File: src/rtl/coincidence_counter_pkg.sv
// Shared types and default widths for the photon coincidence
// counter and its readout stage.
package coincidence_counter_pkg;

  typedef enum logic {
    IDLE = 1'b0,
    RUN  = 1'b1
  } state_t;

  localparam int CNT_W_DEF  = 32;
  localparam int GATE_W_DEF = 32;
  localparam int WIN_W_DEF  = 8;

endpackage

File: src/rtl/window_edge_timer.sv
// Per-channel rising-edge detector and coincidence window timer.
// Arbitration decides load/clear; this block only keeps the time.
module window_edge_timer
  import coincidence_counter_pkg::*;
#(
  parameter int WIN_W = WIN_W_DEF
) (
  input  logic             clk,
  input  logic             rst_n,
  input  logic             pulse,
  input  logic             load,
  input  logic             clear,
  input  logic [WIN_W-1:0] window,
  output logic             rise,
  output logic             win_open
);

  logic             prev;
  logic [WIN_W-1:0] win;

  assign rise     = pulse & ~prev;
  assign win_open = (win != '0);

  always_ff @(posedge clk or negedge rst_n) begin
    if (!rst_n) begin
      prev <= 1'b0;
      win  <= '0;
    end else begin
      prev <= pulse;
      if (clear)
        win <= '0;
      else if (load)
        win <= window;
      else if (win_open)
        win <= win - 1'b1;
    end
  end

endmodule

File: src/rtl/coincidence_counter.sv
// Singles and A/B coincidence counter over back-to-back gate
// periods, with latched results on a valid/ready port.
module coincidence_counter
  import coincidence_counter_pkg::*;
#(
  parameter int CNT_W  = CNT_W_DEF,
  parameter int GATE_W = GATE_W_DEF,
  parameter int WIN_W  = WIN_W_DEF
) (
  input  logic              clk,
  input  logic              rst_n,
  input  logic              enable,
  input  logic [GATE_W-1:0] gate_len,
  input  logic [WIN_W-1:0]  window,
  input  logic              pulse_a,
  input  logic              pulse_b,
  output logic [CNT_W-1:0]  cnt_a,
  output logic [CNT_W-1:0]  cnt_b,
  output logic [CNT_W-1:0]  cnt_ab,
  output logic              out_valid,
  input  logic              out_ready,
  output logic              overrun,
  output logic              busy
);

  state_t            state;
  logic [GATE_W-1:0] gate_cnt;
  logic [GATE_W-1:0] gate_last;
  logic [WIN_W-1:0]  win_len;
  logic [CNT_W-1:0]  acc_a, acc_b, acc_ab;
  logic [CNT_W-1:0]  nxt_a, nxt_b, nxt_ab;
  logic              rise_a, rise_b;
  logic              open_a, open_b;
  logic              run, period_end, coinc;
  logic              load_a, load_b;
  logic              clr_a, clr_b;

  assign run        = (state == RUN) & enable;
  assign period_end = run & (gate_cnt == gate_last);

  window_edge_timer #(.WIN_W(WIN_W)) u_tim_a (
    .clk      (clk),
    .rst_n    (rst_n),
    .pulse    (pulse_a),
    .load     (load_a),
    .clear    (clr_a),
    .window   (win_len),
    .rise     (rise_a),
    .win_open (open_a)
  );

  window_edge_timer #(.WIN_W(WIN_W)) u_tim_b (
    .clk      (clk),
    .rst_n    (rst_n),
    .pulse    (pulse_b),
    .load     (load_b),
    .clear    (clr_b),
    .window   (win_len),
    .rise     (rise_b),
    .win_open (open_b)
  );

  // An edge either closes the partner's open window or opens its own.
  always_comb begin
    coinc  = 1'b0;
    load_a = 1'b0;
    load_b = 1'b0;
    clr_a  = ~run | period_end;
    clr_b  = ~run | period_end;
    unique case (1'b1)
      rise_a & rise_b: begin
        coinc = 1'b1;
        clr_a = 1'b1;
        clr_b = 1'b1;
      end
      rise_b & ~rise_a & open_a: begin
        coinc = 1'b1;
        clr_a = 1'b1;
      end
      rise_a & ~rise_b & open_b: begin
        coinc = 1'b1;
        clr_b = 1'b1;
      end
      rise_a & ~rise_b & ~open_b: load_a = 1'b1;
      rise_b & ~rise_a & ~open_a: load_b = 1'b1;
      default: ;
    endcase
  end

  always_comb begin
    nxt_a  = acc_a;
    nxt_b  = acc_b;
    nxt_ab = acc_ab;
    if (rise_a && acc_a != '1)
      nxt_a = acc_a + 1'b1;
    if (rise_b && acc_b != '1)
      nxt_b = acc_b + 1'b1;
    if (coinc && acc_ab != '1)
      nxt_ab = acc_ab + 1'b1;
  end

  always_ff @(posedge clk or negedge rst_n) begin
    if (!rst_n) begin
      state     <= IDLE;
      gate_cnt  <= '0;
      gate_last <= '0;
      win_len   <= '0;
      acc_a     <= '0;
      acc_b     <= '0;
      acc_ab    <= '0;
      cnt_a     <= '0;
      cnt_b     <= '0;
      cnt_ab    <= '0;
      out_valid <= 1'b0;
      overrun   <= 1'b0;
      busy      <= 1'b0;
    end else begin
      if (out_valid && out_ready)
        out_valid <= 1'b0;
      unique case (state)
        IDLE: begin
          if (enable) begin
            state     <= RUN;
            busy      <= 1'b1;
            gate_last <= (gate_len == '0) ?
                         '0 : gate_len - 1'b1;
            win_len   <= window;
            overrun   <= 1'b0;
            gate_cnt  <= '0;
            acc_a     <= '0;
            acc_b     <= '0;
            acc_ab    <= '0;
          end
        end
        RUN: begin
          if (!enable) begin
            state <= IDLE;
            busy  <= 1'b0;
          end else if (period_end) begin
            gate_cnt <= '0;
            acc_a    <= '0;
            acc_b    <= '0;
            acc_ab   <= '0;
            if (!out_valid || out_ready) begin
              cnt_a     <= nxt_a;
              cnt_b     <= nxt_b;
              cnt_ab    <= nxt_ab;
              out_valid <= 1'b1;
            end else begin
              overrun <= 1'b1;
            end
          end else begin
            gate_cnt <= gate_cnt + 1'b1;
            acc_a    <= nxt_a;
            acc_b    <= nxt_b;
            acc_ab   <= nxt_ab;
          end
        end
        default: state <= IDLE;
      endcase
    end
  end

endmodule

File: config.mk
export PLATFORM = sky130hd
export DESIGN_NAME = coincidence_counter
export DESIGN_NICKNAME = d
export VERILOG_FILES = /design/src/rtl/coincidence_counter_pkg.sv /design/src/rtl/window_edge_timer.sv /design/src/rtl/coincidence_counter.sv
export SDC_FILE = /design/constraint.sdc
export NUM_CORES = 1
export LEC_CHECK = 0
export ABC_AREA = 1
export CAP_MARGIN = 10
export CELL_PAD_IN_SITES_DETAIL_PLACEMENT = 1
export CELL_PAD_IN_SITES_GLOBAL_PLACEMENT = 2
export CORE_AREA = 5 5 204 256
export DETAILED_ROUTE_END_ITERATION = 10
export DIE_AREA = 0 0 209 261
export PLACE_DENSITY_LB_ADDON = 0.1
export SLEW_MARGIN = 20
export SYNTH_ARGS = -nofsm -noshare
export SYNTH_HDL_FRONTEND = slang
export SYNTH_SLANG_ARGS = --single-unit
File: constraint.sdc
create_clock -name clk -period 2.5 [get_ports clk]
set_input_delay 0.375 -clock clk [delete_from_list [all_inputs] [get_ports clk]]
set_output_delay 0.375 -clock clk [all_outputs]
set_load 0.01 [all_outputs]
## Yosys cells after proc, flatten, opt, wreduce, memory -nomap -nowiden

Cells that the tools add are included.

- Bitwise gates (word level): 20
- Equality and inequality tests: 9
- Add/sub/neg operators: 7
- Mux-type cells: 42
- Reductions and logical operators: 19

Operators with widths:

| kind | count |
|---|---|
| $mux W32 | 13 |
| $pmux W32 S2 | 4 |
| $add A32 B1 Y32 const B | 4 |
| $ne A32 B32 Y1 const B | 3 |
| $mux W8 | 6 |
| $eq A32 B32 Y1 | 1 |
| $logic_not A32 Y1 | 1 |
| $sub A32 B1 Y32 const B | 1 |
| $mux W1 | 17 |
| $reduce_bool A8 Y1 | 2 |
| $sub A8 B1 Y8 const B | 2 |
| $and A1 B1 Y1 | 11 |
| $ne A2 B2 Y1 const B | 4 |
| $not A1 Y1 | 8 |
| $reduce_and A4 Y1 | 2 |
| $reduce_and A2 Y1 | 3 |
| $reduce_bool A3 Y1 | 2 |
| $logic_and A1 B1 Y1 | 4 |
| $pmux W1 S2 | 2 |
| $reduce_or A2 Y1 | 2 |
| $reduce_or A3 Y1 | 1 |
| $ne A2 B1 Y1 const B | 1 |
| $logic_not A1 Y1 | 1 |
| $logic_or A1 B1 Y1 | 1 |
| $or A1 B1 Y1 | 1 |

- Flip-flop bits (word level): 286
- Word-level logic and storage cells: 114
- Input bits: 46

## Logic depth before layout (Yosys ltp)

Gate-level depths: netlist (run 1).

- Depth in word-level cells: 12
- Depth in mapped cells: 15

## Modules after synthesis

From an unflattened synthesis (run 1), not the netlist that was laid out.

- Cell total of the unflattened synthesis: 2374
- Area total of the unflattened synthesis: 16699.8 sq um

By module, submodules not included:

| module | cells an instance | area an instance (sq um) | times used | sequential area each (sq um) |
|---|---|---|---|---|
| coincidence_counter | 2204 | 15448.6 | 1 | 6706.4 |
| window_edge_timer | 85 | 625.6 | 2 | 225.2 |

## Least setup slack after synthesis (run 1)

No wires, ideal clock.

- Kind: reg-to-reg
- Start point: reg state
- End point: reg gate_cnt[22]
- Path buffers: 2
- Setup time: 0.121 ns
- Period minus slack after synthesis: 2.186 ns
- Cell stages (with the launch flop): 12
- Setup slack: 0.314 ns
- Arrival time: 2.065 ns
- Cell sequence: dfrtp_1 clkbuf_1 inv_1 ha_1 nor2_1 buf_4 nand4_1 nor3_1 inv_1 nor3_1 xnor2_1 nor2_1

- Longest elaborated chain between the ends: 5
- Elaborated cells between the ends (all ways): 9
- Classes of those cells: eq/ne (2); mux (3); bitwise (3); reduce/logical (1)

Ends and longest elaborated chain:

| item | RTL line | text |
|---|---|---|
| start, declared | coincidence_counter.sv:26 | `state_t state;` |
| start signal, assigned | coincidence_counter.sv:104 | `state <= IDLE;` |
| start signal, assigned | coincidence_counter.sv:123 | `state <= RUN;` |
| start signal, assigned | coincidence_counter.sv:137 | `state <= IDLE;` |
| $and A1 B1 Y1 | coincidence_counter.sv:38 | `assign run = (state == RUN) & enable;` |
| $and A1 B1 Y1 | coincidence_counter.sv:39 | `assign period_end = run & (gate_cnt == gate_last);` |
| $mux W32 | coincidence_counter.sv:139 | `end else if (period_end) begin` |
| $mux W32 | coincidence_counter.sv:136 | `if (!enable) begin` |
| $pmux W32 S2 | coincidence_counter.sv:120 | `unique case (state)` |
| end signal, assigned | coincidence_counter.sv:153 | `gate_cnt <= gate_cnt + 1'b1;` |
| end, declared | coincidence_counter.sv:27 | `logic [GATE_W-1:0] gate_cnt;` |

Several ways; a longest one is shown, not always the timed one. The select of a mux whose other input is x is not followed.
A chain may end at the register's enable or synchronous reset.

## Final worst setup path (run 1)

- Start point: reg gate_cnt[4]
- End point: reg cnt_a[6]

- Longest elaborated chain between the ends: 3

Ends and longest elaborated chain:

| item | RTL line | text |
|---|---|---|
| $eq A32 B32 Y1 | coincidence_counter.sv:39 |  |
| $and A1 B1 Y1 | coincidence_counter.sv:39 |  |
| $reduce_and A4 Y1 (no source line) | -- |  |
| end signal, assigned | coincidence_counter.sv:145 | `cnt_a <= nxt_a;` |
| end, declared | coincidence_counter.sv:17 | `output logic [CNT_W-1:0] cnt_a,` |

No other way between the ends.

==> results of run 1 <==
==> stage by stage <==
step	area, um^2	utilization	setup slack [ns]
final	19950	0.4013	0.1724
after global routing	19950	0.4013	0.02890
after CTS	19940	0.4010	0.09820
after detailed placement	18780	0.3777	-0.006257
after global placement	18780	0.3777	0.02735
after floorplan	16110	-	0.3137
==> layer usage <==
layer  vias to the layer above  track usage  part of all wire
met3                        75      0.02061             0.021
li1                       7343            -                 -
met4                         0      0.04968             0.025
met1                      7059       0.2201              0.42
met2                       151       0.3625              0.53
met5                         -            0                 0
==> cells in the mapped netlist <==
cell / n / area (um^2)
nand2_1: 980 / 3679
dfrtp_1: 286 / 7157
nor2_1: 261 / 979.7
inv_1: 138 / 518.0
o21ai_0: 89 / 445.4
xor2_1: 79 / 691.9
xnor2_1: 75 / 656.9
nand3_1: 50 / 250.2
nor3_1: 45 / 225.2
o21ai_1: 39 / 195.2
buf_2: 30 / 150.1
nand4_1: 27 / 168.9
clkbuf_1: 23 / 86.33
a21oi_1: 13 / 65.06
ha_1: 12 / 150.1
o22ai_1: 12 / 75.07
or2_2: 11 / 68.82
buf_6: 10 / 112.6
inv_2: 9 / 33.78
buf_4: 6 / 45.04
nor2_2: 6 / 37.54
o211ai_1: 6 / 45.04
nand3b_1: 5 / 37.54
nor2_4: 4 / 45.04
o21ai_2: 4 / 35.03
a211oi_1: 3 / 22.52
nand2_2: 3 / 18.77
nor4_1: 3 / 18.77
a31oi_1: 2 / 12.51
a21boi_0: 1 / 7.510
a21boi_1: 1 / 7.510
a21oi_2: 1 / 8.760
and3_1: 1 / 6.260
buf_1: 1 / 3.750
clkinv_1: 1 / 3.750
nand3_2: 1 / 10.01
nand3_4: 1 / 17.52
o21bai_1: 1 / 7.510
o31ai_1: 1 / 7.510
or2_1: 1 / 6.260
==> timing repair <==
| action | in CTS | in global routing |
|---|---|---|
| hold buffers | 1 | 0 |
| gates resized for setup | 0 | 5 |
| setup buffers | 0 | 0 |
| setup endpoints to repair | 0 | 18 |
| hold endpoints to repair | 69 | 0 |
==> placed cells by master, fill, tap and decap left out, drive strengths merged <==
cell type / n
a31oi: 2
o21ai: 132
clkdlybuf4s50: 143
nor2: 271
o22ai: 12
clkinvlp: 4
nand2: 983
nor3: 45
inv: 147
nor4: 3
xnor2: 75
a21boi: 2
a21oi: 14
bufinv: 1
dfrtp: 286
o21bai: 1
o211ai: 6
xor2: 79
nand3b: 5
and3: 1
dlygate4sd3: 1
ha: 12
nand4: 27
clkbuf: 52
or2: 12
buf: 80
clkinv: 6
o31ai: 1
nand3: 52
a211oi: 3
==> layout make-up <==
type                       instances  area (um^2)
clock inverter                    10        85.08
inverter                         148        560.5
sequential                       286         7157
fill                            6249        29770
multi-input combinational       1738         8009
clock buffer                      52         1062
timing repair buffer             224         2257
tap                              658        823.3
==> power by group through the flow <==
stage	logic [mW]	clock network (mW)	registers (mW)
finish	2.71	5.08	5.05
global route	3.11	5.45	5.08
CTS	2.78	5.27	5.05
detailed placement	2.76	0	5.13
global placement	2.69	0	5.12
floorplan	1.78	0	5.08
==> flip-flops by register name, summed over array words and instances (netlist names) <==
signal,flops
acc_a,32
acc_ab,32
acc_b,32
busy,1
cnt_a,32
cnt_ab,32
cnt_b,32
gate_cnt,32
gate_last,32
out_valid,1
overrun,1
state,1
u_tim_a.prev,1
u_tim_a.win,8
u_tim_b.prev,1
u_tim_b.win,8
win_len,8
==> kinds of logic (layout without fill, tap and decap cells) <==
kind of cell               Yosys count  after routing
DFF                                286            286
and+or+nand+nor                   1399           1399
AOI/OAI and AO/OA                  173            173
adders and majority gates           12             12
xor gates and xnor gates           154            154
buffers and inverters              218            434
==> critical path: stages (launching register included) <==
cell	delay, ns
dfrtp_1	0.41
xnor2_1	0.28
nand2_1	0.08
nor2_1	0.11
nand2_1	0.07
nor2_2	0.26
nand3_4	0.13
nor2_4	0.32
inv_4	0.09
buf_4	0.25
nand2_1	0.11
nand2_1	0.07
==> worst max path at each step <==
stage	start	end	slack, ns	depth (start not counted)
final	gate_cnt[4]$_DFFE_PN0P_	cnt_a[6]$_DFFE_PN0P_	0.17	11
after global routing	acc_a[0]$_DFFE_PN0P_	cnt_a[1]$_DFFE_PN0P_	0.03	11
after CTS	gate_cnt[4]$_DFFE_PN0P_	cnt_a[6]$_DFFE_PN0P_	0.1	11
after detailed placement	enable	gate_cnt[12]$_DFFE_PN0P_	-0.006	12
after global placement	enable	gate_cnt[22]$_DFFE_PN0P_	0.03	11
after floorplan	state$_DFF_PN0_	gate_cnt[22]$_DFFE_PN0P_	0.31	11
==> reports/qor.yml, run 1 <==
outcome: "finished clean"
gr-total-overflow: 0
drc: 0
wirelength_um: 50620
r2r_slack_ns: 0.17
via_per_inst: 4.694
area_growth_pct: 23.84
synth_xor_xnor_area_share: 0.08371
powerDensity_nw_per_um2: 643.7
final_cell_count_no_fill: 3116
placed_cells: 3053
synth_fa_ha_area_frac: 0.009318
gp_congestion: 0.8891
yosys_warnings: 0
dieArea_um2: 54550
fin_crit_sh: 0.9310
clk_pin_slew_worst_paths_ns: 0.06
synthMuxAreaShare: 0
r2r_end: "cnt_a[6]$_DFFE_PN0P_"
fin_setup_tns_ns: 0
rsz0062_at_grt: "no"
drtIter0Drc: 508
tritoncts: "done"
insertion_delay_ns: 0.53
maxSlewViolCount: 0
synth-seq-cells: 286
vdd_ir_drop_max_v: 0.0004072
dr.pass1.iters: 4
syn_area_um2: 16110
fmax_ghz: 0.4296
worst_clock_skew_ns: 0.01844
power.switching_mw: 3.894
cp.arrival_ns: 2.73
ios: 145
diodes: 0
seq_area_frac_synth: 0.4442
p_int_mw: 8.950
avgSynthCellArea_um2: 7.187
synth_top_family_by_area: "simple AND/OR/NAND/NOR gates"
synth_compound_gate_area_share: 0.05801
maxCapViolations: 0
power_mw: 12.84
worst-path-max-fanout: 31
fin_crit_ns: 2.328
p_leak_nw: 9.114
synth_nets: 2300
grt_pass1_wl_um: 84290
hp-class: "in -> async"
clkPwrFrac: 0.396
post_drt_wl_per_cell_um: 16.25
comb_power_share: 0.211
maxSlewHeadroom: 0.5386
layout-drive-gt1-share: 0.07242
cts_buffer_depth: 3
syn_inst: 2242
antenna_found_initial: 0
layout.nets: 2490
yosys.area_share.simple: 0.3456
timing.hold.ws_ns: 0.2596
grt_pass1_vias: 16113
final_hold_viol_count: 0
clock-sinks: 286
synth.distinct_cells: 40
swShare: 0.3032
htree_levels: 2
setup_viol: 0
rows: 92
die_w_um: 209
ant_nets: 0
worstSetupStartpointType: "flop"
grt_max_degree: 97
crit_type: "reg -> reg"
vias: 14628
p_seq_frac: 0.393
initial_core_util: 0.3240
numCtsBuffers: 34
reg2regPathDepth: 11
tightest_slew_ns: 0.6868
grtUsageTotal: 0.1876
setup.worst_path.end_class: "flop"
hpwlAfterDp_um: 39070
r2r-start: "gate_cnt[4]$_DFFE_PN0P_"
die_h_um: 261
port_buffers: 144
core_um2: 49730
ctsRootBufferMaster: "clkbuf_16"
cp.required_ns: 2.91
(Power assumes the default switching activity.)
==> inputs of run 2 (changes only) <==
--- a/config.mk
+++ b/config.mk
@@ -9,10 +9,11 @@
 export CAP_MARGIN = 10
 export CELL_PAD_IN_SITES_DETAIL_PLACEMENT = 1
 export CELL_PAD_IN_SITES_GLOBAL_PLACEMENT = 2
-export CORE_AREA = 5 5 204 256
+export CORE_AREA = 5 5 198 248
 export DETAILED_ROUTE_END_ITERATION = 10
-export DIE_AREA = 0 0 209 261
-export PLACE_DENSITY_LB_ADDON = 0.1
+export DIE_AREA = 0 0 203 253
+export DONT_BUFFER_PORTS = 1
+export PLACE_DENSITY = 0.87
 export SLEW_MARGIN = 20
 export SYNTH_ARGS = -nofsm -noshare
 export SYNTH_HDL_FRONTEND = slang
==> run 2 against run 1 <==
  * The run now ends with negative hold slack left
  * Register-to-register slack improved by 0.02 ns
  * Total power down 4.3%
  * Hold slack worse by 0.74 ns
  * Wire length is 4.4% lower
  * Utilization decreased by 1.1 points
  * Non-clock buffer count is 158 lower
  * Critical path depth unchanged
  * Flip-flop and latch count unchanged
  * Sequential power is essentially flat
  * Combinational power fell by 10%
  * Critical path type unchanged
==> reports/qor.yml, run 2 (same netlist as run 1, synthesis figures left out) <==
gp_congestion: 0.8642  # was 0.8891
grt_max_degree: 287  # was 97
die_w_um: 203  # was 209 um
reg2regPathDepth: 11  # unchanged
dr.pass1.iters: 4  # unchanged
outcome: "finished, violations left"  # was finished clean
final_cell_mix: "nand2_1 (980), dfrtp_1 (286), nor2_1 (260)"  # was nand2_1 (979), dfrtp_1 (286), nor2_1 (261)
die_h_um: 253  # was 261 um
p_leak_nw: 8.436  # was 9.114 nW
cp_common_cell: "nand2_1"  # unchanged
grt_pass1_vias: 15553  # was 16,113
via_per_inst: 4.923  # was 4.694
hp-class: "in -> async"  # unchanged
drc: 0  # unchanged
tightest_slew_ns: 0.9751  # was 0.6868 ns
worst_clock_skew_ns: 0.01845  # was 0.01844 ns
post_drt_wl_per_cell_um: 16.78  # was 16.25 um
vias: 14198  # was 14,628
violations: "negative hold slack"
layout.nets: 2328  # was 2,490
drtIter0Drc: 622  # was 508
rsz0062_at_grt: "no"  # unchanged
fin_crit_ns: 2.304  # was 2.328 ns
crit_slowest_cell: "dfrtp_1"  # unchanged
seq_area_um2: 7157  # unchanged
area_growth_pct: 12.87  # was 23.84%
maxSlewViolCount: 0  # unchanged
cts_buffer_depth: 3  # unchanged
numCtsBuffers: 30  # was 34
fillers: 5844  # was 6,249
multi_input_area_um2: 8009  # unchanged
maxCapViolations: 0  # unchanged
core_um2: 46660  # was 49,730 um^2
layout_commonest_cell: "nand2_1"  # unchanged
ios: 145  # unchanged
clock-sinks: 286  # unchanged
cp.required_ns: 2.96  # was 2.91 ns
cp.arrival_ns: 2.76  # was 2.73 ns
ctsRootBufferMaster: "clkbuf_16"  # unchanged
fmax_ghz: 0.4340  # was 0.4296 GHz
power_mw: 12.29  # was 12.84 mW
port_buffers: 0  # was 144
setup.worst_path.end_class: "flop"  # unchanged
cpPeakStageDelay_ns: 0.41  # about the same
fin_crit_sh: 0.9217  # was 0.9310
initial_core_util: 0.3453  # was 0.3240
worstSetupStartpointType: "flop"  # unchanged
clk_pin_slew_worst_paths_ns: 0.06  # about the same
grt_pass1_wl_um: 79940  # was 84,290 um
dieArea_um2: 51360  # was 54,550 um^2
hpwlAfterDp_um: 35540  # was 39,070 um
grtUsageTotal: 0.1871  # was 0.1876
wirelength_um: 48410  # was 50,620 um
timing.hold.ws_ns: -0.4830  # was 0.2596 ns
ctsHoldBuffers: 33  # was 1
ant_nets: 0  # unchanged
rows: 89  # was 92
setup_viol: 0  # unchanged
htree_levels: 1  # was 2
path_cells: "xnor2_1 > nand2_1 > nor2_1 > nand2_1 > nor2_2 > nand3_4 > nor2_4 > inv_4 > buf_12 > nand2_1 > o21ai_2"  # was xnor2_1 > nand2_1 > nor2_1 > nand2_1 > nor2_2 > nand3_4 > nor2_4 > inv_4 > buf_4 > nand2_1 > nand2_1
powerDensity_nw_per_um2: 675.7  # was 643.7 nW/um^2
antenna_found_initial: 0  # unchanged
fin_setup_tns_ns: 0  # unchanged
final_hold_viol_count: 286  # was 0
gr-total-overflow: 0  # unchanged
maxSlewHeadroom: 0.3499  # was 0.5386
tritoncts: "done"  # unchanged
insertion_delay_ns: 0.58  # was 0.53 ns
layout-drive-gt1-share: 0.05582  # was 0.07242
diodes: 0  # unchanged
post_cts_buffers: 0  # unchanged
crit_type: "reg -> reg"  # unchanged
vdd_ir_drop_max_v: 0.0003644  # was 0.0004072 V
worst-path-max-fanout: 48  # was 31
## run 2: cell count changes in the layout (fill, tap and decap cells not counted), moves of 3 or more
| cell | change |
|---|---|
| buf_12 | -10 |
| buf_4 | -35 |
| bufinv_16 | +3 |
| clkbuf_1 | -4 |
| clkbuf_16 | -6 |
| clkdlybuf4s50_1 | -143 |
| clkinv_2 | +3 |
| clkinvlp_4 | -4 |
| dlygate4sd3_1 | +32 |
## run 2: power by group
part           internal, mW  leakage (nW)  total (mW)  switching, mW
combinational         0.897          3.99        2.43           1.53
sequential             4.85          3.91        5.05          0.196
clock                  2.90         0.535        4.81           1.92
total                  8.65          8.44        12.3           3.64
## run 2: through the flow
| step | instance area, um^2 | hold WS, ns | instances | utilization | worst slack (ns) |
|---|---|---|---|---|---|
| after global placement | 16780 | 0.1013 | 2796 | 0.3597 | 0.1780 |
| after CTS | 18180 | -0.5251 | 2884 | 0.3896 | 0.08003 |
| after global routing | 18190 | -0.5187 | 2884 | 0.3898 | 0.01075 |
| final | 18190 | -0.4830 | 2884 | 0.3898 | 0.1959 |
| after detailed placement | 16780 | 0.1010 | 2796 | 0.3597 | 0.1180 |
| after floorplan | 16110 | 0.07941 | 2242 | - | 0.3137 |
## run 2: timing repair
| action | in CTS | in global routing |
|---|---|---|
| setup endpoints to repair | 0 | 12 |
| hold endpoints to repair | 320 | 286 |
| resized for setup | 0 | 3 |
## run 2: critical path: cells and delay by family, from the launching register on
family / cells / cell delay, ns
flops: 1 / 0.41
simple gates: 7 / 0.96
xor+xnor: 1 / 0.32
compound gates: 1 / 0.05
buf+inv: 2 / 0.42
## run 2: final timing paths
path	start	to	slack, ns
min reg2reg	gate_last[14]$_DFFE_PN0P_	gate_last[14]$_DFFE_PN0P_	0.51
min in group clk	gate_len[3]	gate_last[3]$_DFFE_PN0P_	0.03
max reg2reg	gate_cnt[31]$_DFFE_PN0P_	cnt_ab[2]$_DFFE_PN0P_	0.20
max	gate_cnt[31]$_DFFE_PN0P_	cnt_ab[2]$_DFFE_PN0P_	0.20
min	rst_n	u_tim_b.win[4]$_DFFE_PN0P_	-0.48
max in group asynchronous	rst_n	acc_b[1]$_DFFE_PN0P_	2.19
## run 2: final cells by class
type | instances | share of cell area
Timing Repair Buffer | 66 | 0.03612
Inverter | 148 | 0.03068
Sequential cell | 286 | 0.3935
Multi-Input combinational cell | 1738 | 0.4404
Tap cell | 591 | 0.04066
Clock inverter | 13 | 0.009288
Clock buffer | 42 | 0.04933
## run 2: routing by layer
layer	GRT usage	part of all wire	vias to the layer above
met3	0.02972	0.040	70
met1	0.2179	0.42	6916
met5	0	0	-
met4	0.05084	0.024	0
met2	0.3551	0.52	194
li1	-	-	7018
==> inputs of run 3 (changes only) <==
--- a/config.mk
+++ b/config.mk
@@ -14,6 +14,7 @@
 export DIE_AREA = 0 0 203 253
 export DONT_BUFFER_PORTS = 1
 export PLACE_DENSITY = 0.87
+export SKIP_LAST_GASP = 1
 export SLEW_MARGIN = 20
 export SYNTH_ARGS = -nofsm -noshare
 export SYNTH_HDL_FRONTEND = slang
==> results of run 3 <==
No change in the layout: final DEF, timing and power equal those of run 2.
